## src/rtl/alu_operand_stage_if.sv

```systemverilog
// Handshake bundle around the ALU operand stage: decode request, writeback bypass, ALU result, ALU-side issue.
// master = surrounding pipeline (decode, ALU, writeback); slave = the operand stage. ALU_OP_AMT sets the op width.
`ifndef ALU_OP_AMT
`define ALU_OP_AMT 8
`endif

interface alu_operand_stage_if #(
  parameter int data_bus_size = 8,
  parameter int reg_addr_size = 3
);
  localparam int op_size = $clog2(`ALU_OP_AMT);

  logic                     flush;
  logic                     in_valid;
  logic                     in_ready;
  logic [op_size-1:0]       in_op;
  logic [reg_addr_size-1:0] in_rs_a;
  logic [reg_addr_size-1:0] in_rs_b;
  logic [data_bus_size-1:0] in_rf_a;
  logic [data_bus_size-1:0] in_rf_b;
  logic                     in_use_imm;
  logic [data_bus_size-1:0] in_imm;
  logic [reg_addr_size-1:0] in_rd;
  logic                     in_wr_en;
  logic [data_bus_size-1:0] alu_result;
  logic                     wb_wr_en;
  logic [reg_addr_size-1:0] wb_rd;
  logic [data_bus_size-1:0] wb_data;
  logic                     out_valid;
  logic                     out_ready;
  logic [data_bus_size-1:0] out_a;
  logic [data_bus_size-1:0] out_b;
  logic [op_size-1:0]       out_op;
  logic [reg_addr_size-1:0] out_rd;
  logic                     out_wr_en;

  modport master (
    output flush, in_valid, in_op, in_rs_a, in_rs_b, in_rf_a, in_rf_b,
           in_use_imm, in_imm, in_rd, in_wr_en, alu_result,
           wb_wr_en, wb_rd, wb_data, out_ready,
    input  in_ready, out_valid, out_a, out_b, out_op, out_rd, out_wr_en
  );

  modport slave (
    input  flush, in_valid, in_op, in_rs_a, in_rs_b, in_rf_a, in_rf_b,
           in_use_imm, in_imm, in_rd, in_wr_en, alu_result,
           wb_wr_en, wb_rd, wb_data, out_ready,
    output in_ready, out_valid, out_a, out_b, out_op, out_rd, out_wr_en
  );
endinterface

```

## src/rtl/alu_operand_stage.sv

```systemverilog
// Operand-select pipeline register feeding the ALU; EX/WB hazard resolution, bypass when FORWARDING_EN is defined.
// Latency: 1 cycle accept -> out_valid, 1 instr/cycle when out_ready=1 and no hazard.
// Backpressure: holds all outputs while out_ready=0; in_ready drops on full-and-stalled, hazard or flush.
`ifndef ALU_OP_AMT
`define ALU_OP_AMT 8
`endif

module alu_operand_stage #(
  parameter int data_bus_size = 8,
  parameter int reg_addr_size = 3
) (
  input logic                clk,
  input logic                rst_n,
  alu_operand_stage_if.slave bus
);
  localparam int op_size = $clog2(`ALU_OP_AMT);

  typedef enum logic {
    EMPTY = 1'b0,
    FULL  = 1'b1
  } state_t;

  typedef struct packed {
    logic [data_bus_size-1:0] a;
    logic [data_bus_size-1:0] b;
    logic [op_size-1:0]       op;
    logic [reg_addr_size-1:0] rd;
    logic                     wr_en;
  } held_t;

  state_t state, state_nxt;
  held_t  held, held_nxt;

  logic                     can_load;
  logic                     accept;
  logic                     hazard;
  logic                     ex_match_a, ex_match_b;
  logic                     wb_match_a, wb_match_b;
  logic [data_bus_size-1:0] opnd_a, opnd_b;

  // B matches are masked by in_use_imm: rs_b is a don't-care for immediate forms.
  assign ex_match_a = (state == FULL) & held.wr_en & (held.rd == bus.in_rs_a);
  assign ex_match_b = (state == FULL) & held.wr_en & (held.rd == bus.in_rs_b) & ~bus.in_use_imm;
  assign wb_match_a = bus.wb_wr_en & (bus.wb_rd == bus.in_rs_a);
  assign wb_match_b = bus.wb_wr_en & (bus.wb_rd == bus.in_rs_b) & ~bus.in_use_imm;

`ifdef FORWARDING_EN
  // EX wins over WB: it is the younger write to the same register.
  always_comb begin
    opnd_a = bus.in_rf_a;
    if (ex_match_a)      opnd_a = bus.alu_result;
    else if (wb_match_a) opnd_a = bus.wb_data;

    opnd_b = bus.in_rf_b;
    if (bus.in_use_imm)  opnd_b = bus.in_imm;
    else if (ex_match_b) opnd_b = bus.alu_result;
    else if (wb_match_b) opnd_b = bus.wb_data;
  end

  // alu_result is only final once the held instruction is leaving.
  assign hazard = (ex_match_a | ex_match_b) & ~bus.out_ready;
`else
  logic unused_bypass;

  assign opnd_a        = bus.in_rf_a;
  assign opnd_b        = bus.in_use_imm ? bus.in_imm : bus.in_rf_b;
  assign hazard        = ex_match_a | ex_match_b | wb_match_a | wb_match_b;
  assign unused_bypass = ^{bus.alu_result, bus.wb_data};
`endif

  assign can_load     = (state == EMPTY) | bus.out_ready;
  assign bus.in_ready = can_load & ~hazard & ~bus.flush;
  assign accept       = bus.in_valid & bus.in_ready;

  always_ff @(posedge clk or negedge rst_n) begin
    if (!rst_n) begin
      state <= EMPTY;
    end else begin
      state <= state_nxt;
    end
  end

  always_comb begin
    state_nxt = state;
    case (state)
      EMPTY:   if (accept) state_nxt = FULL;
      FULL:    if (!accept && bus.out_ready) state_nxt = EMPTY;
      default: state_nxt = EMPTY;
    endcase
    if (bus.flush) state_nxt = EMPTY;
  end

  // Payload only moves on accept; while EMPTY it keeps the last value.
  always_comb begin
    held_nxt = held;
    if (accept) begin
      held_nxt.a     = opnd_a;
      held_nxt.b     = opnd_b;
      held_nxt.op    = bus.in_op;
      held_nxt.rd    = bus.in_rd;
      held_nxt.wr_en = bus.in_wr_en;
    end
  end

  always_ff @(posedge clk or negedge rst_n) begin
    if (!rst_n) begin
      held <= '0;
    end else begin
      held <= held_nxt;
    end
  end

  assign bus.out_valid = (state == FULL);
  assign bus.out_a     = held.a;
  assign bus.out_b     = held.b;
  assign bus.out_op    = held.op;
  assign bus.out_rd    = held.rd;
  assign bus.out_wr_en = held.wr_en;

  hold_under_stall: assert property (@(posedge clk) disable iff (!rst_n)
    (state == FULL) && !bus.out_ready && !bus.flush |=> (state == FULL) && $stable(held));

  no_accept_on_flush: assert property (@(posedge clk) disable iff (!rst_n)
    bus.flush |-> !bus.in_ready);

endmodule

```

## src/flat_wrapper.sv

```systemverilog
// flat-port wrapper written by rule: the top's interface ports become plain ports
module alu_operand_stage_flat 
#(
  parameter int data_bus_size = 8,
  parameter int reg_addr_size = 3
)
  (clk, rst_n, bus_flush, bus_in_valid, bus_in_op, bus_in_rs_a, bus_in_rs_b, bus_in_rf_a, bus_in_rf_b, bus_in_use_imm, bus_in_imm, bus_in_rd, bus_in_wr_en, bus_alu_result, bus_wb_wr_en, bus_wb_rd, bus_wb_data, bus_out_ready, bus_in_ready, bus_out_valid, bus_out_a, bus_out_b, bus_out_op, bus_out_rd, bus_out_wr_en);
  alu_operand_stage_if #(.data_bus_size(data_bus_size), .reg_addr_size(reg_addr_size)) bus_i ();
  input logic clk;
  input logic rst_n;
  input wire logic [$bits(bus_i.flush)-1:0] bus_flush;
  input wire logic [$bits(bus_i.in_valid)-1:0] bus_in_valid;
  input wire logic [$bits(bus_i.in_op)-1:0] bus_in_op;
  input wire logic [$bits(bus_i.in_rs_a)-1:0] bus_in_rs_a;
  input wire logic [$bits(bus_i.in_rs_b)-1:0] bus_in_rs_b;
  input wire logic [$bits(bus_i.in_rf_a)-1:0] bus_in_rf_a;
  input wire logic [$bits(bus_i.in_rf_b)-1:0] bus_in_rf_b;
  input wire logic [$bits(bus_i.in_use_imm)-1:0] bus_in_use_imm;
  input wire logic [$bits(bus_i.in_imm)-1:0] bus_in_imm;
  input wire logic [$bits(bus_i.in_rd)-1:0] bus_in_rd;
  input wire logic [$bits(bus_i.in_wr_en)-1:0] bus_in_wr_en;
  input wire logic [$bits(bus_i.alu_result)-1:0] bus_alu_result;
  input wire logic [$bits(bus_i.wb_wr_en)-1:0] bus_wb_wr_en;
  input wire logic [$bits(bus_i.wb_rd)-1:0] bus_wb_rd;
  input wire logic [$bits(bus_i.wb_data)-1:0] bus_wb_data;
  input wire logic [$bits(bus_i.out_ready)-1:0] bus_out_ready;
  output wire logic [$bits(bus_i.in_ready)-1:0] bus_in_ready;
  output wire logic [$bits(bus_i.out_valid)-1:0] bus_out_valid;
  output wire logic [$bits(bus_i.out_a)-1:0] bus_out_a;
  output wire logic [$bits(bus_i.out_b)-1:0] bus_out_b;
  output wire logic [$bits(bus_i.out_op)-1:0] bus_out_op;
  output wire logic [$bits(bus_i.out_rd)-1:0] bus_out_rd;
  output wire logic [$bits(bus_i.out_wr_en)-1:0] bus_out_wr_en;
  assign bus_i.flush = bus_flush;
  assign bus_i.in_valid = bus_in_valid;
  assign bus_i.in_op = bus_in_op;
  assign bus_i.in_rs_a = bus_in_rs_a;
  assign bus_i.in_rs_b = bus_in_rs_b;
  assign bus_i.in_rf_a = bus_in_rf_a;
  assign bus_i.in_rf_b = bus_in_rf_b;
  assign bus_i.in_use_imm = bus_in_use_imm;
  assign bus_i.in_imm = bus_in_imm;
  assign bus_i.in_rd = bus_in_rd;
  assign bus_i.in_wr_en = bus_in_wr_en;
  assign bus_i.alu_result = bus_alu_result;
  assign bus_i.wb_wr_en = bus_wb_wr_en;
  assign bus_i.wb_rd = bus_wb_rd;
  assign bus_i.wb_data = bus_wb_data;
  assign bus_i.out_ready = bus_out_ready;
  assign bus_in_ready = bus_i.in_ready;
  assign bus_out_valid = bus_i.out_valid;
  assign bus_out_a = bus_i.out_a;
  assign bus_out_b = bus_i.out_b;
  assign bus_out_op = bus_i.out_op;
  assign bus_out_rd = bus_i.out_rd;
  assign bus_out_wr_en = bus_i.out_wr_en;
  alu_operand_stage #(.data_bus_size(data_bus_size), .reg_addr_size(reg_addr_size)) u_core (.clk(clk), .rst_n(rst_n), .bus(bus_i));
endmodule
```

## config.mk

```make
export PLATFORM = sky130hd
export DESIGN_NAME = alu_operand_stage_flat
export DESIGN_NICKNAME = d
export VERILOG_FILES = /design/src/rtl/alu_operand_stage_if.sv /design/src/rtl/alu_operand_stage.sv /design/src/flat_wrapper.sv
export SDC_FILE = /design/constraint.sdc
export NUM_CORES = 1
export LEC_CHECK = 0
export ABC_CLOCK_PERIOD_IN_PS = 4900
export BUFFER_PORTS_ARGS = -buffer_cell sky130_fd_sc_hd__buf_2
export CAP_MARGIN = 20
export CORE_MARGIN = 2
export CORE_UTILIZATION = 40
export DETAILED_ROUTE_END_ITERATION = 8
export GPL_TIMING_DRIVEN = 0
export MAX_ROUTING_LAYER = met4
export PLACE_DENSITY = 0.79
export SYNTH_ARGS = -nofsm -noshare
export SYNTH_HDL_FRONTEND = slang
export SYNTH_SLANG_ARGS = --single-unit
```

## constraint.sdc

```tcl
create_clock -name clk -period 4.9 [get_ports clk]
set_clock_uncertainty 0.2 [all_clocks]
set_input_delay 1.47 -clock clk [delete_from_list [all_inputs] [get_ports clk]]
set_output_delay 1.47 -clock clk [all_outputs]
set_load 0.03 [all_outputs]
```

Yosys cells after proc, flatten, opt, wreduce, memory -nomap -nowiden. Index checks and enable logic that the tools add are counted.

$add $sub $neg: 0. Multipliers: 0. Div/mod/pow operators: 0. Order comparisons: 0. Equal/unequal tests: 4. Shift-type cells: 0. Multiplexer cells: 5. Bitwise gates (word level): 18. Reduce and logical (&&, ||, !) cells: 2.

Operators by type and width (number): == test 3 bit (4); AND 1 bit (10); two-way mux 8 bit (1); NOT 1 bit (4); OR 1 bit (4); two-way mux 1 bit (3); case mux 1 bit (2 select lines) (1); logical AND 1 bit (1); zero test 1 bit (1).

Bits in registers: 24. Latch bits: 0. Bits in writable memories: 0. Memory bits (read-only): 0. Word-level logic and storage cells: 35. Memories: 0.

Logic depth before layout (Yosys ltp).
Depth after elaboration: 15. Gate-level depth with buffers: 7.

Least setup slack after synthesis. Ideal clock, no wire load.

Path kind: input port to output port. From: input port bus_in_use_imm. To: output port bus_in_ready. Arrival time: 2.301 ns. Path slack: 0.929 ns. Stages on the path: 5. Path buffers: 1. Path through: buf_6 > nand2b_1 > nor4_1 > nor3b_1 > and3_2.

Word-level cells in the longest chain between the ends: 8.

RTL lines: from (decl) (RTL line flat_wrapper.sv:18) `input wire logic [$bits(bus_i.in_use_imm)-1:0] bus_in_use_imm;`; NOT 1 bit * (RTL line alu_operand_stage.sv:43, alu_operand_stage.sv:45); AND 1 bit (RTL line alu_operand_stage.sv:43) `assign ex_match_b = (state == FULL) & held.wr_en & (held.rd == bus.in_rs_b) & ~bus.in_use_imm;`; OR 1 bit (2 in a row) (RTL line alu_operand_stage.sv:67) `assign hazard = ex_match_a | ex_match_b | wb_match_a | wb_match_b;`; OR 1 bit * (RTL line alu_operand_stage.sv:67); NOT 1 bit * (RTL line alu_operand_stage.sv:72) `assign bus.in_ready = can_load & ~hazard & ~bus.flush;`; AND 1 bit * (2 in a row) (RTL line alu_operand_stage.sv:72); to (decl) (RTL line flat_wrapper.sv:27) `output wire logic [$bits(bus_i.in_ready)-1:0] bus_in_ready;`.

Every way passes the cells marked *; elsewhere a longest branch is shown, timed or not.

Final worst setup path.
From: input port bus_in_rs_b[2]. To: output port bus_in_ready.

Word-level cells in the longest chain between the ends: 9.

RTL lines: from (decl) (RTL line flat_wrapper.sv:15) `input wire logic [$bits(bus_i.in_rs_b)-1:0] bus_in_rs_b;`; == test 3 bit (RTL line alu_operand_stage.sv:43); AND 1 bit (2 in a row) (RTL line alu_operand_stage.sv:43); OR 1 bit (2 in a row) (RTL line alu_operand_stage.sv:67); OR 1 bit * (RTL line alu_operand_stage.sv:67); NOT 1 bit * (RTL line alu_operand_stage.sv:72); AND 1 bit * (2 in a row) (RTL line alu_operand_stage.sv:72).

Marks and branches as above.

==> results.yml <==
logic_synthesis:
  synth.top_cells.by_area: "dfrtp_1, mux2_4, mux2_2, xor2_1, buf_6"
  synth_top_cell_area_share_pct: 48.6
  synth_seq_area_share_pct: 48.6
  synth.largest_area_cell: "dfrtp_1"
  synth_commonest_cells: "dfrtp_1, mux2_4, mux2_2"
  netlist_instances: 81
  postSynthAreaPerCell_sq_um: 15.3
  syn-num-nets: 144
  yosys_register_bits: 24
  number_of_enable_flip_flop_cells_after_synthesis: 0
  yosys_most_used_dff: "dfrtp_1"
  yosys.cell_types.count: 15
  netlist_area_sq_um: 1240
  ys.warnings.count: 0
  post-synth-top-count-cell: "dfrtp_1"
  async_flop_share_pct: 100
floorplanning:
  num_io_pins: 88
  initial_core_util_pct: 41.2
  die_width_microns: 59.6
  dieHeight_microns: 59.6
  dieArea_sq_um: 3550
  design.core.area_sq_um: 3000
  number_of_placement_rows: 20
power:
  clkPwrFrac_pct: 21.0
  netSwitchingFraction_pct: 34.0
  intPower_w: 0.000433
  p_comb_share_pct: 38.4
  portion_of_total_power_attributed_to_sequential_cells_pct: 40.6
  vdd_drop_max_mv: 0.258
  static-leakage-power_nw: 0.889
  power.density_cell_area_nw_per_um2: 391
  power.net_switching_w: 0.000223
routing:
  vias: 924
  detail_route.first_pass.iterations: 3
  route.detailed.drc: 0
  avgViaCountPerCell: 4.91
  routedWlPerCell_microns: 13.5
  postRouteAntennaNets: 0
  postRouteWirelength_mm: 2.53
  drt_iter0_markers: 7
clock_network:
  cts_setup_buffers: 0
  htree_num_levels: 1
  clkSlewWorstSetupHoldPaths_ns: 0.13
  holdBufCountCts: 0
  tritoncts: "done"
  cts_inserted_buffers: 3
  clock_tree.buffer_depth: 2
  root_buffer: "clkbuf_4"
  cts_num_sinks: 24
  clock_insertion_delay_at_the_later_pin_of_the_skew_report_ns: 0.30
  cts.repair.resized: 0
global_routing:
  grt_pass1_vias: 942
  grt.overflow.total: 0
  grt_pass1_wl_mm: 4.00
  antenna_found_initial: 0
  track_usage_pct: 15.2
  largest_net_degree_at_the_start_of_global_routing: 25
  grtUsageMet1_pct: 17.2
  gr_met3_demand_resource_pct: 1.75
  grt_util_met2_pct: 27.3
  grt_busiest_layer: "met2"
setup_path:
  worstPathCellList: "buf_2, xor2_1, nor4_1, nor3b_1, and3_2, buf_2"
  buf_inv_on_cp: 2
  path_delay_family: "simple AND/OR/NAND/NOR gates"
  critical_path.startpoint_type: "input pin"
  worst-r2r-setup-slack_ns: 2.81
  end_kind: "primary output"
  criticalPathCategory: "input pin to primary output"
  critical_path.most_common_cell: "buf_2"
  arrival_ns: 2.52
  crit_required_ns: 3.23
  cpMaxStageDelayCell: "nor4_1"
  slowest_delay_ns: 0.29
  timing.critical_path.fanout_max: 2
timing:
  worst_slew_margin_rel_pct: 65.7
  timing.final.ws_setup_ns: 0.710
  setup_total_negative_slack_ns: 0
  fmaxAchievable_mhz: 239
  fin_crit_sh_pct: 85.5
  grt_setup_unrepaired: "no"
  hold_slack_ns: 0.313
  finalSetupViolCount: 0
  final-hold-violation-count: 0
  timing_max_transition_violations_final: 0
  period_needed_ns: 4.19
  worstMarginPinSlew_ns: 0.514
layout:
  fraction_of_layout_instances_using_a_drive_strength_above_1_pct: 71.0
  fin_nets: 219
  antenna-diode-count: 0
  finish.utilization_pct: 56.0
  flow.area_growth_from_synthesis_pct: 35.9
worst_hold_path:
  hp-class: "flip-flop to flip-flop"
outcome:
  status: "finished, final reports clean"
placement:
  portBuffers: 70
  gp_routability_congestion: 0.748
  hpwl_mm: 2.10
  pre_cts_ws_ns: 0.701
run:
  max_cap_viol_count: 0
[sequential cells by signal (all words and copies together) (netlist names)]
register / cells
u_core.bus.out_op: 3
u_core.bus.out_rd: 3
u_core.bus.out_wr_en: 1
u_core.bus.out_b: 8
u_core.bus.out_a: 8
u_core.bus.out_valid: 1
[final timing paths]
check,start,end,depth (start not counted)
setup / recovery,bus_in_rs_b[2],bus_in_ready,6
hold / removal,u_core.bus.out_b[6],u_core.bus.out_b[6],1
setup reg to reg,u_core.bus.out_rd[2],u_core.bus.out_rd[2],6
hold reg to reg,u_core.bus.out_b[6],u_core.bus.out_b[6],1
max in group asynchronous,rst_n,u_core.bus.out_op[2],1
min in group asynchronous,rst_n,u_core.bus.out_b[0],1
[area by class of cell]
| class | instances | area [sq um] |
|---|---|---|
| Multi-Input combinational cell | 54 | 602 |
| Sequential cell | 24 | 601 |
| Clock inverter | 1 | 30.0 |
| Timing Repair Buffer | 70 | 350 |
| Buffer | 3 | 33.8 |
| Fill cell | 268 | 1320 |
| Tap cell | 33 | 41.3 |
| Clock buffer | 3 | 22.5 |
[per-stage QoR]
step	instance area, sq um	cells	power [W]
2_1_floorplan	1240	81	0.000443
3_3_place_gp	1630	184	0.000518
3_5_place_dp	1630	184	0.000525
4_1_cts	1680	188	0.000664
5_1_grt	1680	188	0.000695
6_report	1680	188	0.000656
[cell families after synthesis]
kind of cell | Yosys count | synth area share (%)
buffers and inverters | 3 | 2.73
DFF | 24 | 48.6
xor gates and xnor gates | 12 | 8.50
and+or+nand+nor | 9 | 5.16
AOI/OAI and AO/OA | 2 | 1.01
muxes | 31 | 34.0
[layout by cell type (no fill, tap or decap), types with 2 or more instances in the layout]
| master | count |
|---|---|
| buf_2 | 70 |
| buf_6 | 3 |
| clkbuf_4 | 3 |
| dfrtp_1 | 24 |
| mux2_2 | 12 |
| mux2_4 | 19 |
| nand2b_1 | 2 |
| nor4_1 | 2 |
| xnor2_1 | 3 |
| xor2_1 | 9 |
[per-layer routing]
| layer | vias to the layer above | share of wire [%] |
|---|---|---|
| met1 | 457 | 40 |
| met2 | 24 | 56 |
| met3 | 2 | 3.5 |
| li1 | 441 | - |
| met4 | 0 | 0.67 |
| met5 | - | 0 |
[power groups by stage]
| stage | clock (W) | sequential, W | combinational (W) |
|---|---|---|---|
| 2_1_floorplan | 0 | 0.000352 | 0.0000914 |
| 3_3_place_gp | 0 | 0.000267 | 0.000251 |
| 3_5_place_dp | 0 | 0.000270 | 0.000255 |
| 4_1_cts | 0.000142 | 0.000267 | 0.000255 |
| 5_1_grt | 0.000155 | 0.000273 | 0.000267 |
| 6_report | 0.000138 | 0.000267 | 0.000252 |
No activity file was read; power rests on OpenSTA's default activity.
